File: src/rtl/multicycle_sequencer_pkg.sv
// rtl/multicycle_sequencer_pkg.sv - shared encodings for the multi-cycle control sequencer
package multicycle_sequencer_pkg;

  typedef enum logic [2:0] {
    S_FETCH     = 3'd0,
    S_DECODE    = 3'd1,
    S_EXEC      = 3'd2,
    S_MEM       = 3'd3,
    S_WRITEBACK = 3'd4,
    S_BRANCH    = 3'd5,
    S_HALT      = 3'd6
  } state_t;

  localparam logic [5:0] OP_RTYPE = 6'b000000;
  localparam logic [5:0] OP_LW    = 6'b000001;
  localparam logic [5:0] OP_SW    = 6'b000010;
  localparam logic [5:0] OP_BEQ   = 6'b000011;

  localparam logic [1:0] ALU_ADD   = 2'b00;
  localparam logic [1:0] ALU_SUB   = 2'b01;
  localparam logic [1:0] ALU_FUNCT = 2'b10;

  localparam logic [1:0] SRCB_REG      = 2'b00;
  localparam logic [1:0] SRCB_FOUR     = 2'b01;
  localparam logic [1:0] SRCB_IMM      = 2'b10;
  localparam logic [1:0] SRCB_IMM_SHL2 = 2'b11;

endpackage

File: src/rtl/multicycle_sequencer.sv
// rtl/multicycle_sequencer.sv - per-cycle control FSM for the shared multi-cycle datapath
module multicycle_sequencer
  import multicycle_sequencer_pkg::*;
(
  input  logic        clk,
  input  logic        rst_n,
  input  logic        run,
  input  logic [5:0]  opCode,
  input  logic        zero,
  input  logic        memAck,
  output logic        memReq,
  output logic        memWrite,
  output logic        iOrD,
  output logic        irWrite,
  output logic        pcWrite,
  output logic        pcSource,
  output logic        regWrite,
  output logic        regDst,
  output logic        memToReg,
  output logic        aluSrcA,
  output logic [1:0]  aluSrcB,
  output logic [1:0]  aluOp,
  output logic        illegalOp,
  output logic [2:0]  state,
  output logic [15:0] instrCount
);

  state_t      state_q, state_next;
  logic [5:0]  op_q;
  logic        fetch_pend;
  logic        retire;
  logic [15:0] instr_count_q;

  always_ff @(posedge clk or negedge rst_n) begin
    if (!rst_n) begin
      state_q       <= S_FETCH;
      op_q          <= OP_RTYPE;
      fetch_pend    <= 1'b0;
      instr_count_q <= 16'd0;
    end else begin
      state_q    <= state_next;
      fetch_pend <= (state_q == S_FETCH) && memReq && !memAck;
      if (state_q == S_DECODE) op_q <= opCode;
      if (retire) instr_count_q <= instr_count_q + 16'd1;
    end
  end

  // Strobes are qualified by rst_n so they fall as soon as reset asserts.
  always_comb begin
    state_next = state_q;
    retire     = 1'b0;
    memReq     = 1'b0;
    memWrite   = 1'b0;
    iOrD       = 1'b0;
    irWrite    = 1'b0;
    pcWrite    = 1'b0;
    pcSource   = 1'b0;
    regWrite   = 1'b0;
    regDst     = 1'b0;
    memToReg   = 1'b0;
    aluSrcA    = 1'b0;
    aluSrcB    = SRCB_REG;
    aluOp      = ALU_ADD;
    illegalOp  = 1'b0;
    if (rst_n) begin
      case (state_q)
        S_FETCH: begin
          // An outstanding fetch request survives run dropping.
          if (run || fetch_pend) begin
            memReq  = 1'b1;
            aluSrcB = SRCB_FOUR;
            if (memAck) begin
              irWrite    = 1'b1;
              pcWrite    = 1'b1;
              state_next = S_DECODE;
            end
          end
        end
        S_DECODE: begin
          aluSrcB = SRCB_IMM_SHL2;
          case (opCode)
            OP_RTYPE, OP_LW, OP_SW: state_next = S_EXEC;
            OP_BEQ:                 state_next = S_BRANCH;
            default:                state_next = S_HALT;
          endcase
        end
        S_EXEC: begin
          aluSrcA = 1'b1;
          if (op_q == OP_RTYPE) begin
            aluOp      = ALU_FUNCT;
            state_next = S_WRITEBACK;
          end else begin
            aluSrcB    = SRCB_IMM;
            state_next = S_MEM;
          end
        end
        S_MEM: begin
          memReq   = 1'b1;
          iOrD     = 1'b1;
          memWrite = (op_q == OP_SW);
          if (memAck) begin
            if (op_q == OP_SW) begin
              retire     = 1'b1;
              state_next = S_FETCH;
            end else begin
              state_next = S_WRITEBACK;
            end
          end
        end
        S_WRITEBACK: begin
          regWrite   = 1'b1;
          memToReg   = (op_q == OP_LW);
          regDst     = (op_q != OP_LW);
          retire     = 1'b1;
          state_next = S_FETCH;
        end
        S_BRANCH: begin
          aluSrcA    = 1'b1;
          aluOp      = ALU_SUB;
          pcSource   = 1'b1;
          pcWrite    = zero;
          retire     = 1'b1;
          state_next = S_FETCH;
        end
        S_HALT: illegalOp = 1'b1;
        default: state_next = S_FETCH;
      endcase
    end
  end

  assign state      = state_q;
  assign instrCount = instr_count_q;

endmodule
File: config.mk
export PLATFORM = sky130hd
export DESIGN_NAME = multicycle_sequencer
export DESIGN_NICKNAME = d
export VERILOG_FILES = /design/src/rtl/multicycle_sequencer_pkg.sv /design/src/rtl/multicycle_sequencer.sv
export SDC_FILE = /design/constraint.sdc
export NUM_CORES = 1
export LEC_CHECK = 0
export CORE_MARGIN = 5
export CORE_UTILIZATION = 44
export CTS_CLUSTER_SIZE = 30
export DETAILED_ROUTE_END_ITERATION = 8
export PLACE_DENSITY = 0.84
export SYNTH_ARGS = -nofsm -noshare
export SYNTH_HDL_FRONTEND = slang
export SYNTH_SLANG_ARGS = --single-unit
File: constraint.sdc
create_clock -name clk -period 5.3 [get_ports clk]
set_clock_uncertainty 0.2 [all_clocks]
set_input_delay 0.795 -clock clk [delete_from_list [all_inputs] [get_ports clk]]
set_output_delay 0.795 -clock clk [all_outputs]
set_load 0.01 [all_outputs]
After elaboration in Yosys (flattened, before gate mapping). Cells that the tools add are included.

Register bits after elaboration: 26. Output and inout port bits: 34. Word-level logic and storage cells: 75. Input bits: 11.

Add/sub/neg operators: 1. Equality and inequality tests: 15. Bitwise logic cells: 1. Reduce and logical (&&, ||, !) cells: 11. Multiplexer cells: 43.

Operators with widths (number): $mux W1 (27); $eq A6 B2 Y1 const B (3); $add A16 B1 Y16 const B (1); $mux W3 (5); $pmux W3 S5 (1); $eq A6 B1 Y1 const B (2); $logic_not A6 Y1 (2); $eq A3 B3 Y1 const B (3); $mux W2 (4); $eq A3 B2 Y1 const B (2); $ne A6 B1 Y1 const B (1); $pmux W1 S2 (3); $pmux W2 S3 (1); $pmux W3 S2 (1); $reduce_and A5 Y1 (1); $ne A2 B2 Y1 const B (2); $pmux W2 S2 (1); $reduce_or A2 Y1 (2); $eq A3 B1 Y1 const B (1); $logic_not A3 Y1 (1); $reduce_or A3 Y1 (1); $logic_and A1 B1 Y1 (2); $ne A2 B1 Y1 const B (1); $logic_not A1 Y1 (1); 2 further kinds (2).

Longest topological paths before layout.
Depth after elaboration: 6. Depth in mapped cells: 6. Gate-level depth less buffers: 4.

Worst setup path after synthesis. OpenSTA, ideal clock, no wires.

Path kind: input to output. From: input port rst_n. To: output port regDst. Data arrival time: 1.663 ns. Buffers on the path: 1. Cell stages on the path: 4. Path slack: 2.642 ns. Data required time: 4.305 ns. Cell sequence: nand3_1 -> clkbuf_1 -> nor2_1 -> and2_1.

Longest elaborated chain between the ends: 1.

Ends and longest elaborated chain: start: declaration (line multicycle_sequencer.sv:6) `input logic rst_n,`; $mux W1 (line multicycle_sequencer.sv:65) `if (rst_n) begin`; end: declaration (line multicycle_sequencer.sv:18) `output logic regDst,`.

Every way passes these cells.

Final worst setup path. Same ends and word-level chain as after synthesis.

==> results by group <==
Power and ir drop
  • Total power: 0.780 mW
  • Leak: 0.845 nW
  • Power Density: roughly 400 nW/µm²
  • Worst vdd ir: just under 0.0003 V

Clock tree
  • Postcts setup bufs: 0
  • H-tree depth: 1
  • CTS max path bufs: 2
  • CTS resizes: 0
  • Clock slew at reported path FFs: 0.15 ns
  • Sinks on Clock Net: 26
  • Clk root buf: clkbuf_4
  • TritonCTS buffer count: 3
  • CTS tree: yes
  • Hold-fix buffers, CTS: 0
  • Skew-Pair Late Insertion Delay: 0.32 ns

Critical path
  • WP data required: 4.30 ns
  • Crit end category: output port
  • Critical Path Start Type: primary input
  • Crit path DAT: 3.21 ns
  • Crit Path Max Fanout: 33
  • Worst setup path class: in2out

Detailed routing
  • DRT antenna net count: 0
  • Vias per cell: about 5.5
  • First-pass DRT Iterations: 4
  • Metal2 WL: 1.96 mm
  • Met3 Routed Length: between 100 and 150 µm
  • Top Layer Used: met4
  • Drc violations: 0
  • Via count: 1295
  • WL met1: 1.62 mm
  • Final wirelength: 3.75 mm
  • 1st-iter DRT viols: approximately 150
  • Drt wl/cell: approximately 16 µm

Run status
  • Status: finished clean

Placed design
  • GP Congestion: 0.855
  • Detailed Place HPWL: 2.83 mm
  • PortBufs: 44

STA
  • Final TNS setup: 0 ns
  • Slew HR: 52.5%
  • Tmin final: 4.20 ns
  • Setup violations, final: 0
  • Tcrit/Tclk final: 79.3%
  • Measured slew at the worst slew-check pin: ~0.71 ns
  • Max Clock Freq: 0.238 GHz
  • Final Hold Fails: 0
  • Max-slew violation count: 0
  • Unrepaired setup endpoints after global routing: false

Global route
  • GRT overflow: 0
  • Vias in the first global route: about 1.3k
  • GRT Total Usage: ~17%
  • Largest net degree at the start of global routing: 34
  • Initial antenna violation count: 0
  • First-pass GRT wire length: 6.20 mm

Yosys
  • Seq/Total Area, Yosys: 43.8%
  • Syn Area/Cell: 10.0 µm²
  • Dominant cell type by area after synthesis: dfrtp_1
  • Seq cells post-synth: 26
  • Yosys top cell area share: 43.8%
  • Synth top area cells: dfrtp_1 44%, xor2_1 8.8%, mux2_2 5.3%
  • Synthesized Nets: 160
  • Synthesized area: 1490 µm²
  • Most common cell in the netlist: dfrtp_1
  • Mapped Cells: 148
  • Number of synthesized flops with an enable pin: 0
  • Synth unique cells: 43
  • Top_reg_cell synth: dfrtp_1
  • FFs w/ async S/R, synth: 100%
  • Synth cell count leaders: 26 x dfrtp_1, 15 x xor2_1, 9 x a21oi_1
  • Ys Warns: 0

Floorplanning
  • Die Wd: ~68 µm
  • # IOs: 45
  • Initial core utilization: 44.9%
  • Die Area: 4640 µm²
  • Core region area: 3310 µm²
  • DIE HEIGHT: 68.1 µm
  • Rows: 21

Cells and area
  • NumNets Final: 201
  • Ant. Diodes: 0
  • Fillers: 297
  • P&R area growth vs syn: 34.8%
  • Layout cells sized above 1: 9.57%

Hold path
  • Worst Hold Class: reg2reg

Flow run
  • Max cap viols: 0
==> worst paths after layout <==
check | depth (start not counted) | endpoint | start | slack, ns
max reg2reg | 4 | instrCount[10] | state[0] | 2.92
max | 6 | regDst | rst_n | 1.10
min | 1 | instrCount[15] | instrCount[15] | 0.29
max in group asynchronous | 2 | state[0] | rst_n | 3.97
min reg2reg | 1 | instrCount[15] | instrCount[15] | 0.29
min in group asynchronous | 2 | instrCount[6] | rst_n | 0.64
==> registers in the layout, indices dropped and copies added, names as in the netlist <==
register / flops
state: 3
fetch_pend: 1
instrCount: 16
op_q: 6
==> stage by stage <==
stage          hold slack (ns)  utilization, %  setup slack (ns)  instances  instance area, µm²
2_1_floorplan            0.299               -              2.64        148                1490
3_3_place_gp             0.257            58.9              1.20        230                1950
3_5_place_dp             0.267            58.9              1.07        230                1950
4_1_cts                  0.288            60.5              1.07        234                2000
5_1_grt                  0.321            60.5             0.879        234                2000
6_report                 0.285            60.5              1.10        234                2000
==> area by class of cell <==
cell class / instances / area [µm²] / area share (%)
Clock buffer: 3 / 22.5 / 1.12
Sequential cell: 26 / 651 / 32.5
Clock inverter: 1 / 30.0 / 1.50
Tap cell: 46 / 57.6 / 2.87
Multi-Input combinational cell: 111 / 787 / 39.3
Timing Repair Buffer: 45 / 448 / 22.4
Inverter: 2 / 7.51 / 0.375
==> report_power, final <==
part / internal [mW] / leakage (nW) / total (mW) / switching, mW
sequential: 0.248 / 0.340 / 0.333 / 0.0849
combinational: 0.171 / 0.477 / 0.313 / 0.142
clock: 0.0765 / 0.0279 / 0.135 / 0.0581
total: 0.495 / 0.845 / 0.780 / 0.285
==> worst max-delay path: stages <==
cell	delay, ns
clkdlybuf4s50_1	0.45
buf_4	0.35
nand3_1	0.60
nor2_1	0.29
and2_1	0.16
clkdlybuf4s50_1	0.54
==> layer usage <==
metal / global-route usage [%] / vias up
met1: 22.2 / 625
met2: 30.7 / 35
met4: 6.45 / 0
li1: - / 631
met3: 1.64 / 4
met5: 0 / -
==> cells in the final DEF, fill, tap and decap left out, types with 3 or more instances in the layout <==
master           Yosys  final
clkdlybuf4s50_1      0     44
dfrtp_1             26     26
xor2_1              15     15
a21oi_1              9      9
nand2_1              8      8
nand4_1              8      8
mux2_2               7      7
nand3_1              6      6
nor2_1               6      6
a211oi_1             5      5
nor3_1               4      4
nor2b_1              4      4
and2_1               4      4
a21boi_0             3      3
a2111oi_1            3      3
clkbuf_4             0      3
==> cell families (layout without fill, tap and decap cells) <==
kind of cell | after synthesis | after routing | share of synthesized area, %
buffers and inverters | 11 | 51 | 3.28
adder cells (fa/ha/maj) | 1 | 1 | 0.842
multiplexers | 7 | 7 | 5.30
AO/OA/AOI/OAI | 31 | 31 | 15.2
XOR/XNOR | 15 | 15 | 8.84
flip-flops | 26 | 26 | 43.8
AND/OR/NAND/NOR | 57 | 57 | 22.7
Note: power is estimated with default switching activity, not from simulation.
